## src/rtl/lock_key_loader_if.sv

```systemverilog
// lock_key_loader_if: serial key-load handshake and verified-key outputs.
interface lock_key_loader_if #(
    parameter int KEY_W    = 32,
    parameter int MAX_FAIL = 3
);
    localparam int FW = $clog2(MAX_FAIL + 1);
    logic             load_start;
    logic             key_sdi;
    logic             key_sdi_valid;
    logic             key_sdi_ready;
    logic [KEY_W-1:0] key_out;
    logic             key_loaded;
    logic             key_error;
    logic             lockout;
    logic [FW-1:0]    fail_cnt;
    modport master (
        output load_start, key_sdi, key_sdi_valid,
        input  key_sdi_ready, key_out, key_loaded, key_error, lockout, fail_cnt
    );
    modport slave (
        input  load_start, key_sdi, key_sdi_valid,
        output key_sdi_ready, key_out, key_loaded, key_error, lockout, fail_cnt
    );
endinterface

```

## src/rtl/lock_key_loader.sv

```systemverilog
// lock_key_loader: serial key loader with XOR-slice checksum and failure lockout.
module lock_key_loader #(
    parameter int KEY_W    = 32,
    parameter int CHK_W    = 8,
    parameter int MAX_FAIL = 3
) (
    input  logic              clk,
    input  logic              rst_n,
    lock_key_loader_if.slave  bus
);
    localparam int N  = KEY_W + CHK_W;
    localparam int NS = KEY_W / CHK_W;
    localparam int CW = $clog2(N + 1);
    localparam int FW = $clog2(MAX_FAIL + 1);

    typedef enum logic [2:0] {IDLE, SHIFT, CHECK, DONE, LOCK} state_t;

    state_t           state_q, state_d;
    logic [CW-1:0]    cnt_q, cnt_d;
    logic [N-1:0]     sh_q, sh_d;
    logic [KEY_W-1:0] key_q, key_d;
    logic             loaded_q, loaded_d;
    logic             err_q, err_d;
    logic             lock_q, lock_d;
    logic [FW-1:0]    fail_q, fail_d, fail_inc;
    logic [CHK_W-1:0] sum;
    logic             acc, last, match;

    always_comb begin
        sum = '0;
        for (int i = 0; i < NS; i++) sum ^= sh_q[i*CHK_W +: CHK_W];
    end

    // Frame arrives LSB first, so shifting in at the top leaves bit 0 at index 0.
    assign match    = sum == sh_q[N-1 -: CHK_W];
    assign acc      = state_q == SHIFT && bus.key_sdi_valid;
    assign last     = acc && cnt_q == CW'(N - 1);
    assign fail_inc = fail_q == FW'(MAX_FAIL) ? fail_q : fail_q + 1'b1;

    always_comb begin
        state_d  = state_q;
        cnt_d    = cnt_q;
        sh_d     = sh_q;
        key_d    = key_q;
        loaded_d = loaded_q;
        err_d    = 1'b0;
        lock_d   = lock_q;
        fail_d   = fail_q;
        case (state_q)
            IDLE: if (bus.load_start) begin
                state_d = SHIFT;
                cnt_d   = '0;
                sh_d    = '0;
            end
            SHIFT: if (bus.load_start) begin
                cnt_d = '0;
                sh_d  = '0;
            end else if (acc) begin
                sh_d    = {bus.key_sdi, sh_q[N-1:1]};
                cnt_d   = cnt_q + 1'b1;
                state_d = last ? CHECK : SHIFT;
            end
            CHECK: if (match) begin
                key_d    = sh_q[KEY_W-1:0];
                loaded_d = 1'b1;
                state_d  = DONE;
            end else begin
                err_d   = 1'b1;
                fail_d  = fail_inc;
                lock_d  = fail_inc == FW'(MAX_FAIL);
                state_d = fail_inc == FW'(MAX_FAIL) ? LOCK : IDLE;
            end
            default: ;
        endcase
    end

    always_ff @(posedge clk or negedge rst_n) begin
        if (!rst_n) begin
            state_q  <= IDLE;
            cnt_q    <= '0;
            sh_q     <= '0;
            key_q    <= '0;
            loaded_q <= 1'b0;
            err_q    <= 1'b0;
            lock_q   <= 1'b0;
            fail_q   <= '0;
        end else begin
            state_q  <= state_d;
            cnt_q    <= cnt_d;
            sh_q     <= sh_d;
            key_q    <= key_d;
            loaded_q <= loaded_d;
            err_q    <= err_d;
            lock_q   <= lock_d;
            fail_q   <= fail_d;
        end
    end

    assign bus.key_sdi_ready = state_q == SHIFT;
    assign bus.key_out       = key_q;
    assign bus.key_loaded    = loaded_q;
    assign bus.key_error     = err_q;
    assign bus.lockout       = lock_q;
    assign bus.fail_cnt      = fail_q;
endmodule

```

## src/flat_wrapper.sv

```systemverilog
// flat-port wrapper written by rule: the top's interface ports become plain ports
module lock_key_loader_flat 
#(
    parameter int KEY_W    = 32,
    parameter int CHK_W    = 8,
    parameter int MAX_FAIL = 3
)
  (clk, rst_n, bus_load_start, bus_key_sdi, bus_key_sdi_valid, bus_key_sdi_ready, bus_key_out, bus_key_loaded, bus_key_error, bus_lockout, bus_fail_cnt);
  lock_key_loader_if #(.KEY_W(KEY_W), .MAX_FAIL(MAX_FAIL)) bus_i ();
  input  logic clk;
  input  logic rst_n;
  input wire logic [$bits(bus_i.load_start)-1:0] bus_load_start;
  input wire logic [$bits(bus_i.key_sdi)-1:0] bus_key_sdi;
  input wire logic [$bits(bus_i.key_sdi_valid)-1:0] bus_key_sdi_valid;
  output wire logic [$bits(bus_i.key_sdi_ready)-1:0] bus_key_sdi_ready;
  output wire logic [$bits(bus_i.key_out)-1:0] bus_key_out;
  output wire logic [$bits(bus_i.key_loaded)-1:0] bus_key_loaded;
  output wire logic [$bits(bus_i.key_error)-1:0] bus_key_error;
  output wire logic [$bits(bus_i.lockout)-1:0] bus_lockout;
  output wire logic [$bits(bus_i.fail_cnt)-1:0] bus_fail_cnt;
  assign bus_i.load_start = bus_load_start;
  assign bus_i.key_sdi = bus_key_sdi;
  assign bus_i.key_sdi_valid = bus_key_sdi_valid;
  assign bus_key_sdi_ready = bus_i.key_sdi_ready;
  assign bus_key_out = bus_i.key_out;
  assign bus_key_loaded = bus_i.key_loaded;
  assign bus_key_error = bus_i.key_error;
  assign bus_lockout = bus_i.lockout;
  assign bus_fail_cnt = bus_i.fail_cnt;
  lock_key_loader #(.KEY_W(KEY_W), .CHK_W(CHK_W), .MAX_FAIL(MAX_FAIL)) u_core (.clk(clk), .rst_n(rst_n), .bus(bus_i));
endmodule
```

## config.mk

```make
export PLATFORM = sky130hd
export DESIGN_NAME = lock_key_loader_flat
export DESIGN_NICKNAME = d
export VERILOG_FILES = /design/src/rtl/lock_key_loader_if.sv /design/src/rtl/lock_key_loader.sv /design/src/flat_wrapper.sv
export SDC_FILE = /design/constraint.sdc
export NUM_CORES = 1
export LEC_CHECK = 0
export ABC_AREA = 1
export BUFFER_PORTS_ARGS = -buffer_cell sky130_fd_sc_hd__clkbuf_2
export CORE_MARGIN = 2
export CORE_UTILIZATION = 60
export CTS_BUF_LIST = sky130_fd_sc_hd__clkbuf_8
export CTS_CLUSTER_SIZE = 25
export DETAILED_ROUTE_END_ITERATION = 7
export HOLD_SLACK_MARGIN = 0.1
export PLACE_DENSITY = 0.77
export SLEW_MARGIN = 10
export SYNTH_ARGS = -nofsm -noshare
export SYNTH_HDL_FRONTEND = slang
export SYNTH_SLANG_ARGS = --single-unit
```

## constraint.sdc

```tcl
create_clock -name clk -period 2.1 [get_ports clk]
set_clock_uncertainty 0.1 [all_clocks]
set_input_delay 0.525 -clock clk [delete_from_list [all_inputs] [get_ports clk]]
set_output_delay 0.525 -clock clk [all_outputs]
set_load 0.005 [all_outputs]
```

==> results of run 1 <==
==> area by class of cell <==
| type | instances | share of cell area [%] |
|---|---|---|
| multi-input cells | 283 | 30.78 |
| clock inverters | 5 | 1.150 |
| repair buffers | 49 | 7.416 |
| flip-flops and latches | 86 | 49.44 |
| clock buffers | 11 | 3.478 |
| inverters | 64 | 5.519 |
| well taps | 77 | 2.213 |
==> synthesized netlist by cell type, types with 5 or more instances <==
| library cell | n | area, um^2 |
|---|---|---|
| nand2_1 | 111 | 416.7 |
| dfrtp_1 | 86 | 2152 |
| nand3_1 | 61 | 305.3 |
| inv_1 | 57 | 214.0 |
| o21ai_0 | 49 | 245.2 |
| o21ai_1 | 27 | 135.1 |
| clkbuf_1 | 8 | 30.03 |
| nor2_1 | 8 | 30.03 |
| buf_2 | 7 | 35.03 |
| inv_2 | 7 | 26.28 |
| a21oi_1 | 5 | 25.02 |
==> sequential cells by signal (all words and copies together), names as in the netlist <==
signal	count
u_core.sh_q	40
u_core.bus.key_out	32
u_core.cnt_q	6
u_core.state_q	3
u_core.bus.fail_cnt	2
u_core.bus.key_error	1
u_core.bus.key_loaded	1
u_core.bus.lockout	1
==> worst min-delay path by stage <==
stage	startpoint	end	slack, ps
after detailed placement	u_core.bus.key_loaded$_DFFE_PN0P_	u_core.bus.key_loaded$_DFFE_PN0P_	350
after global routing	rst_n	u_core.bus.key_out[25]$_DFFE_PN0P_	130
after global placement	u_core.bus.key_loaded$_DFFE_PN0P_	u_core.bus.key_loaded$_DFFE_PN0P_	350
after CTS	rst_n	u_core.sh_q[24]$_DFFE_PN0P_	110
after floorplan	rst_n	u_core.bus.fail_cnt[0]$_DFFE_PN0P_	130
final	rst_n	u_core.bus.key_out[30]$_DFFE_PN0P_	100
==> repair_timing <==
item                       4_1_cts  5_1_grt
buffers inserted                 0        0
setup endpoints to repair        0       14
resized for setup                0        2
==> worst register-to-register path: cells and delay by family (launching register included) <==
family,cells,cell delay [ps]
buffers and inverters,2,380
DFF,1,410
AOI/OAI and AO/OA,1,70
and+or+nand+nor,10,830
==> cells by family (layout without fill, tap and decap cells) <==
| family | count (synthesis) | in the layout |
|---|---|---|
| XOR/XNOR | 8 | 8 |
| AND/OR/NAND/NOR | 187 | 187 |
| buffers and inverters | 84 | 129 |
| flip-flops | 86 | 86 |
| AO/OA/AOI/OAI | 87 | 87 |
| adder cells (fa/ha/maj) | 1 | 1 |
==> layer usage <==
metal / share of wire (%) / GRT usage (%)
met2: 46 / 35.64
met3: 4.7 / 5.242
met4: 2.2 / 10.12
met1: 47 / 33.76
met5: 0 / 0
==> stage by stage <==
stage	util [%]	power [mW]	setup slack [ps]	cell area [um^2]
2_1_floorplan	-	1.783	449.5	3845
3_3_place_gp	66.02	1.850	285.9	4144
3_5_place_dp	66.02	1.853	194.7	4144
4_1_cts	69.22	3.013	141.8	4345
5_1_grt	69.34	3.103	17.40	4353
6_report	69.34	3.001	148.9	4353
==> power by group <==
| group | leakage, nW | total [mW] | switching [mW] | internal (mW) |
|---|---|---|---|---|
| Clock | 0.108 | 1.18 | 0.576 | 0.605 |
| Combinational | 0.876 | 0.141 | 0.101 | 0.0402 |
| Sequential | 1.19 | 1.68 | 0.0108 | 1.67 |
==> results.json, run 1 <==
{
  "status": "completed",
  "syn_nets": 459,
  "avgRoutedWirePerCell_um": 13.32,
  "antenna_found_initial": 0,
  "holdBufCountCts": 0,
  "portBuffers": 42,
  "synthFlopType": "dfrtp_1",
  "drt_iter0_markers": 266,
  "grt_max_degree": 87,
  "cp_num_buf_inv": 2,
  "layout_commonest_cell": "nand2_1",
  "mostFrequentLayoutCells": "nand2_1 (110), dfrtp_1 (86), nand3_1 (61), inv_1 (59), o21ai_0 (49)",
  "period_needed_ps": 1951,
  "multiInputGateArea_mm2": 0.001340,
  "timing.rr.end": "u_core.bus.key_out[23]$_DFFE_PN0P_",
  "cts_num_sinks": 86,
  "cts_tree": "built",
  "num_vias": 3031,
  "synth-edff-count": 0,
  "clk_pin_slew_worst_paths_ps": 80,
  "ant_nets": 0,
  "max_stage_delay_ps": 400,
  "layout.nets": 499,
  "die-area_mm2": 0.007064,
  "fin_cells": 575,
  "post-place-cells": 559,
  "powerDensity_mw_per_mm2": 689.3,
  "synth_mux_area_share_pct": 0,
  "path_cells": "nor2_1 > nand2_1 > inv_2 > clkbuf_2",
  "crit_family": "flip-flops",
  "hold_class": "in2async",
  "gr-total-overflow": 0,
  "setup_viol_count_final": 0,
  "first_global_vias": 2851,
  "cts_root_buf": "clkbuf_8",
  "cts_buffers": 9,
  "die_x_um": 84.05,
  "p_leak_nw": 2.177,
  "ys_types": 24,
  "clock.fmax_ghz": 0.5125,
  "h-tree-depth": 3,
  "fillers": 545,
  "ff2ff_setup_slack_ps": 210,
  "track_usage_pct": 23.80,
  "area_delta_synth_final_pct": 13.21,
  "drc": 0,
  "critical_path_arrival_ps": 1330,
  "die_h_um": 84.05,
  "crit_path_start": "u_core.state_q[1]$_DFFE_PN0P_",
  "coreArea_mm2": 0.006277,
  "clk_latency_ps": 350,
  "synth-seq-cells": 86,
  "critPathMaxFanout": 4,
  "worst-r2r-cell-count": 13,
  "endpoint": "bus_key_sdi_ready",
  "num_rows": 29,
  "vias_per_cell": 5.271,
  "max_cap_violations": 0,
  "cts_buffer_depth": 2,
  "syn_area_per_cell_um2": 8.488,
  "io_pins": 43,
  "seq_area_frac_synth_pct": 55.97,
  "fin_crit_sh_pct": 92.91,
  "cpMaxStageDelayCell": "dfrtp_1",
  "gp_congestion": 0.7794,
  "dp_hpwl_um": 5202,
  "hold_viol_final": 0,
  "required_ps": 1470,
  "synth_top_family_by_area": "simple AND/OR/NAND/NOR gates",
  "yosys_warnings": 0,
  "wirelength_um": 7661,
  "grt_pass1_wl_um": 13280,
  "tightest_slew_ps": 447.6,
  "rr_startpoint": "u_core.sh_q[28]$_DFFE_PN0P_",
  "synth_compound_area_share_pct": 11.85,
  "hold-worst-slack_ps": 99.69,
  "timing.slew.headroom_pct": 69.93,
  "synth_area_mm2": 0.003845,
  "first_pass_iters": 4,
  "ir_drop_mv": 0.5546,
  "synthAdderAreaFrac_pct": 0.3254,
  "drive_gt1_share_pct": 15.66,
  "rsz0062_at_grt": "no",
  "drv_slew": 0,
  "crit_cells": 4,
  "seqCellArea_mm2": 0.002152,
  "path_class": "reg2out",
  "synth_simple_gate_area_share_pct": 20.73,
  "yosys.area_share.xor_xnor_pct": 1.822,
  "initial_core_util_pct": 61.25,
  "end_kind": "output pin",
  "async_flop_share_pct": 100.0,
  "antenna-diode-count": 0,
  "critPathLaunchType": "register",
  "tns_ps": 0,
  "netlist_instances": 453
}
Power figures use the tool's default switching activity.
==> run 2: changes to the inputs <==
ABC_AREA = not set   (was 1)
==> run 2 against run 1 <==
Against the previous run: clock-buffer cell count fell by 2; cell area is 7.9% higher; maximum frequency decreased by 14%; largest cell class unchanged; combinational power is 36% lower; register-to-register slack worse by 370 ps; hold slack gained 210 ps; synthesized cell count decreased by 26%; the flow now finishes with violations (negative setup slack).
==> results.json, run 2 <==
{
  "status": "finished, violations left",
  "violations": "negative setup slack",
  "fin_cells": 493,
  "num_rows": 29,
  "synth_area_leaders": "dfrtp_1 (55%), mux2_4 (11%), nand2_1 (8.4%)",
  "coreArea_mm2": 0.006314,
  "p_leak_nw": 2.637,
  "critical_path_arrival_ps": 2400,
  "drv_slew": 0,
  "grt_pass1_wl_um": 12970,
  "yosysMostFrequentCell": "nand2_1",
  "initial_core_util_pct": 61.57,
  "layout_setup_ws_ps": -160.7,
  "path_class": "reg2reg",
  "ff2ff_setup_slack_ps": -160,
  "worstHoldPathCells": 3,
  "rsz0062_at_grt": "yes",
  "num_vias": 2668,
  "layout.nets": 417,
  "post-place-cells": 475,
  "mostFrequentLayoutCells": "nand2_1 (87), dfrtp_1 (86), nand3_1 (45), clkbuf_2 (41), buf_4 (37)",
  "cts_tree": "built",
  "largest_register_ffs": 40,
  "fin_crit_sh_pct": 107.7,
  "ant_nets": 0,
  "hold_viol_final": 0,
  "synthFlopType": "dfrtp_1",
  "fin_area_mm2": 0.004697,
  "multiInputGateArea_mm2": 0.001667,
  "die_x_um": 84.50,
  "track_usage_pct": 23.11,
  "layout_commonest_cell": "nand2_1",
  "setup_viol_count_final": 34,
  "synth_top_area_share_pct": 55.36,
  "clock.fmax_ghz": 0.4423,
  "antenna_found_initial": 0,
  "clk_latency_ps": 360,
  "drc": 0,
  "yosys_warnings": 0,
  "avgRoutedWirePerCell_um": 15.38,
  "netlist_instances": 335,
  "end_kind": "register",
  "die-area_mm2": 0.007139,
  "fillers": 441,
  "portBuffers": 42,
  "gp_congestion": 0.8122,
  "drt_iter0_markers": 133,
  "io_pins": 43,
  "area_delta_synth_final_pct": 20.82,
  "tns_ps": -4671,
  "netlist_top_cells_count": "nand2_1 (87), dfrtp_1 (86), nand3_1 (45)",
  "hold_class": "in2reg",
  "grt_max_degree": 34,
  "critPathMaxFanout": 16,
  "first_pass_iters": 4,
  "vias_per_cell": 5.412,
  "synth_area_leader_cell": "dfrtp_1",
  "h-tree-depth": 3,
  "tightest_slew_ps": 403.0,
  "cts_buffers": 9,
  "period_needed_ps": 2261,
  "seqCellArea_mm2": 0.002152,
  "clk_pin_slew_worst_paths_ps": 90,
  "synth-edff-count": 0,
  "synth_area_mm2": 0.003887,
  "die_h_um": 84.50,
  "ys_types": 30,
  "timing.slew.headroom_pct": 73.13,
  "cts_buffer_depth": 2,
  "cts_root_buf": "clkbuf_8",
  "syn_nets": 341,
  "dp_hpwl_um": 5382,
  "gr-total-overflow": 0,
  "place_ws_ps": -243.7,
  "ir_drop_mv": 0.4550,
  "place_area_mm2": 0.004459,
  "regMostFlops": "u_core.sh_q",
  "max_cap_violations": 0,
  "synth-seq-cells": 86,
  "hold-worst-slack_ps": 305.8,
  "syn_area_per_cell_um2": 11.60,
  "async_flop_share_pct": 100.0,
  "first_global_vias": 2667,
  "wirelength_um": 7583,
  "powerDensity_mw_per_mm2": 611.9,
  "critPathLaunchType": "register",
  "antenna-diode-count": 0,
  "totalPowerFinal_mw": 2.874,
  "worst-r2r-cell-count": 7,
  "seq_area_frac_synth_pct": 55.36,
  "fin_util_pct": 74.40,
  "cts_num_sinks": 86,
  "drive_gt1_share_pct": 33.89,
  "required_ps": 2240
}
## run 2: cell count changes after synthesis, sizes merged, moves of 8 or more
cell / previous run / this run
inv: 64 / 2
mux2: 0 / 34
o21ai: 80 / 6
nand2: 111 / 87
xnor3: 0 / 8
buf: 12 / 4
nand3: 62 / 45
## run 2: layer usage
layer | global-route usage [%] | wire, um | vias to the layer above
met2 | 36.08 | 3788 | 69
met1 | 32.84 | 3397 | 1321
met3 | 4.818 | 295 | 9
li1 | - | - | 1269
met4 | 7.648 | 102 | 0
met5 | 0 | 0 | -
## run 2: worst max-delay path, cell delays in order (launching register included)
cell	delay (ps)
dfrtp_1	380
xnor3_1	400
xnor2_1	170
nor4_2	250
buf_4	170
nand4_4	140
buf_12	200
mux2_4	300
## run 2: worst paths after layout
kind,startpoint,to
max,u_core.sh_q[4]$_DFFE_PN0P_,u_core.bus.key_out[25]$_DFFE_PN0P_
min,bus_key_sdi,u_core.sh_q[39]$_DFFE_PN0P_
max reg2reg,u_core.sh_q[4]$_DFFE_PN0P_,u_core.bus.key_out[25]$_DFFE_PN0P_
min reg2reg,u_core.bus.key_loaded$_DFFE_PN0P_,u_core.bus.key_loaded$_DFFE_PN0P_
max in group asynchronous,rst_n,u_core.sh_q[32]$_DFFE_PN0P_
min in group asynchronous,rst_n,u_core.sh_q[7]$_DFFE_PN0P_
## run 2: timing repair
item | in CTS | in global routing
setup endpoints to repair | 38 | 34
endpoints found under the hold margin | 27 | 0
gates resized for setup | 1 | 5
hold buffers | 1 | 0
buffers inserted | 0 | 1
## run 2: cell families after synthesis
group                      share of synthesized area [%]
xor gates and xnor gates                           8.787
buffers and inverters                              2.639
muxes                                              12.91
adders and majority gates                         0.3218
and+or+nand+nor                                    17.67
DFF                                                55.36
AOI/OAI and AO/OA                                  2.317
## run 2: report_power, final
group          total [mW]  internal, mW  switching, mW
logic              0.0904        0.0325         0.0579
registers            1.66          1.66        0.00156
clock network        1.13         0.543          0.584
## run 2: cell type report
| type | instances | area share [%] |
|---|---|---|
| multi-input cells | 228 | 35.48 |
| clock buffers | 9 | 2.637 |
| well taps | 77 | 2.051 |
| repair buffers | 84 | 12.44 |
| flip-flops and latches | 86 | 45.82 |
| inverters | 2 | 0.1598 |
| clock inverters | 7 | 1.412 |
==> run 3: changes to the inputs <==
PLACE_DENSITY = 0.89   (was 0.77)
==> run 3 against run 2 <==
Against the previous run: cell area grew 0.69%; clock power grew 15%; via count is 3.1% higher; sequential power is essentially flat; combinational power grew 7.1%; the run still ends with negative setup slack left; wire length up 9.1%; non-clock buffer count decreased by 2.
==> results.json, run 3 (synthesis gave the netlist of run 2 again) <==
{
  "coreArea_mm2": 0.006314,
  "first_global_vias": 2765,
  "cts_buffer_depth": 2,
  "die_x_um": 84.50,
  "regMostFlops": "u_core.sh_q",
  "status": "finished, violations left",
  "layout_setup_ws_ps": -249.2,
  "area_delta_synth_final_pct": 21.66,
  "fin_crit_sh_pct": 111.9,
  "cts_num_sinks": 86,
  "track_usage_pct": 24.83,
  "num_rows": 29,
  "vias_per_cell": 5.603,
  "mostFrequentLayoutCells": "nand2_1 (87), dfrtp_1 (86), nand3_1 (45), clkbuf_2 (41), buf_4 (34)",
  "post-place-cells": 471,
  "gp_congestion": 0.8378,
  "clk_latency_ps": 370,
  "layout_commonest_cell": "nand2_1",
  "drt_iter0_markers": 186,
  "portBuffers": 42,
  "required_ps": 2260,
  "grt_pass1_wl_um": 13730,
  "first_pass_iters": 5,
  "fin_cells": 491,
  "rsz0062_at_grt": "yes",
  "grt_max_degree": 46,
  "totalPowerFinal_mw": 3.051,
  "p_leak_nw": 2.630,
  "num_vias": 2751,
  "drv_slew": 0,
  "tightest_slew_ps": 447.4,
  "wirelength_um": 8270,
  "antenna_found_initial": 0,
  "layout.nets": 415,
  "gr-total-overflow": 0,
  "die-area_mm2": 0.007139,
  "antenna-diode-count": 0,
  "cts_root_buf": "clkbuf_8",
  "place_ws_ps": -258.6,
  "clock.fmax_ghz": 0.4257,
  "setup_viol_count_final": 35,
  "dp_hpwl_um": 5247,
  "critical_path_arrival_ps": 2510,
  "hold_viol_final": 0,
  "die_h_um": 84.50,
  "critPathMaxFanout": 11,
  "avgRoutedWirePerCell_um": 16.84,
  "critPathLaunchType": "register",
  "timing.slew.headroom_pct": 70.17,
  "ir_drop_mv": 0.6896,
  "drc": 0,
  "end_kind": "register",
  "largest_register_ffs": 40,
  "violations": "negative setup slack",
  "h-tree-depth": 3,
  "period_needed_ps": 2349,
  "ant_nets": 0,
  "initial_core_util_pct": 61.57,
  "io_pins": 43,
  "hold_class": "in2reg",
  "powerDensity_mw_per_mm2": 645.0,
  "clk_pin_slew_worst_paths_ps": 90,
  "drive_gt1_share_pct": 33.57,
  "cts_buffers": 9,
  "ff2ff_setup_slack_ps": -250,
  "path_class": "reg2reg",
  "max_cap_violations": 0,
  "cts_tree": "built"
}
## run 3: report_power, final
group	switching, mW	internal (mW)	leakage [nW]
Clock	0.599	0.698	0.108
Sequential	0.00180	1.66	1.19
Combinational	0.0603	0.0365	1.33
## run 3: metal layers
layer | vias to the layer above | global-route usage (%) | routed length, um
li1 | 1273 | - | -
met1 | 1350 | 34.05 | 3503
met2 | 109 | 40.23 | 4130
met3 | 19 | 3.441 | 450
met4 | 0 | 10.53 | 185
met5 | - | 0 | 0
## run 3: worst paths after layout
path / endpoint / startpoint / cells after the start
setup / recovery: u_core.bus.key_out[20]$_DFFE_PN0P_ / u_core.sh_q[2]$_DFFE_PN0P_ / 7
hold / removal: u_core.sh_q[39]$_DFFE_PN0P_ / bus_key_sdi / 3
setup reg to reg: u_core.bus.key_out[20]$_DFFE_PN0P_ / u_core.sh_q[2]$_DFFE_PN0P_ / 7
hold reg to reg: u_core.bus.key_loaded$_DFFE_PN0P_ / u_core.bus.key_loaded$_DFFE_PN0P_ / 1
max in group asynchronous: u_core.cnt_q[3]$_DFFE_PN0P_ / rst_n / 3
min in group asynchronous: u_core.sh_q[8]$_DFFE_PN0P_ / rst_n / 2
## run 3: stage by stage
step | utilization [%] | TNS (ps) | hold slack (ps) | area [um^2]
2_1_floorplan | - | -3374 | 129.4 | 3887
3_3_place_gp | 70.35 | -2945 | 348.6 | 4442
3_5_place_dp | 70.35 | -5244 | 351.6 | 4442
4_1_cts | 74.40 | -6111 | 295.3 | 4697
5_1_grt | 74.91 | -9387 | 321.9 | 4730
6_report | 74.91 | -7507 | 296.5 | 4730
## run 3: worst max-delay path, cell delays in order, from the launching register on
cell and delay [ps]:
dfrtp_1 380, xnor3_1 400, xnor2_1 170, nor4_2 300
buf_4 180, nand4_4 160, clkbuf_16 240, mux2_4 300
## run 3: final cells by class
type	instances	area [um^2]
flip-flops and latches	86	2152
multi-input cells	228	1655
fillers	404	1584
repair buffers	82	595.6
clock buffers	10	137.6
well taps	77	96.34
clock inverters	6	85.08
inverters	2	7.507
## run 3: repair_timing
item | in CTS | in global routing
hold endpoints to repair | 30 | 0
endpoints found under the setup margin | 37 | 37
buffers inserted | 1 | 1
pin swaps | 0 | 1
hold buffers | 1 | 0
cloned | 0 | 1
resized for setup | 3 | 1
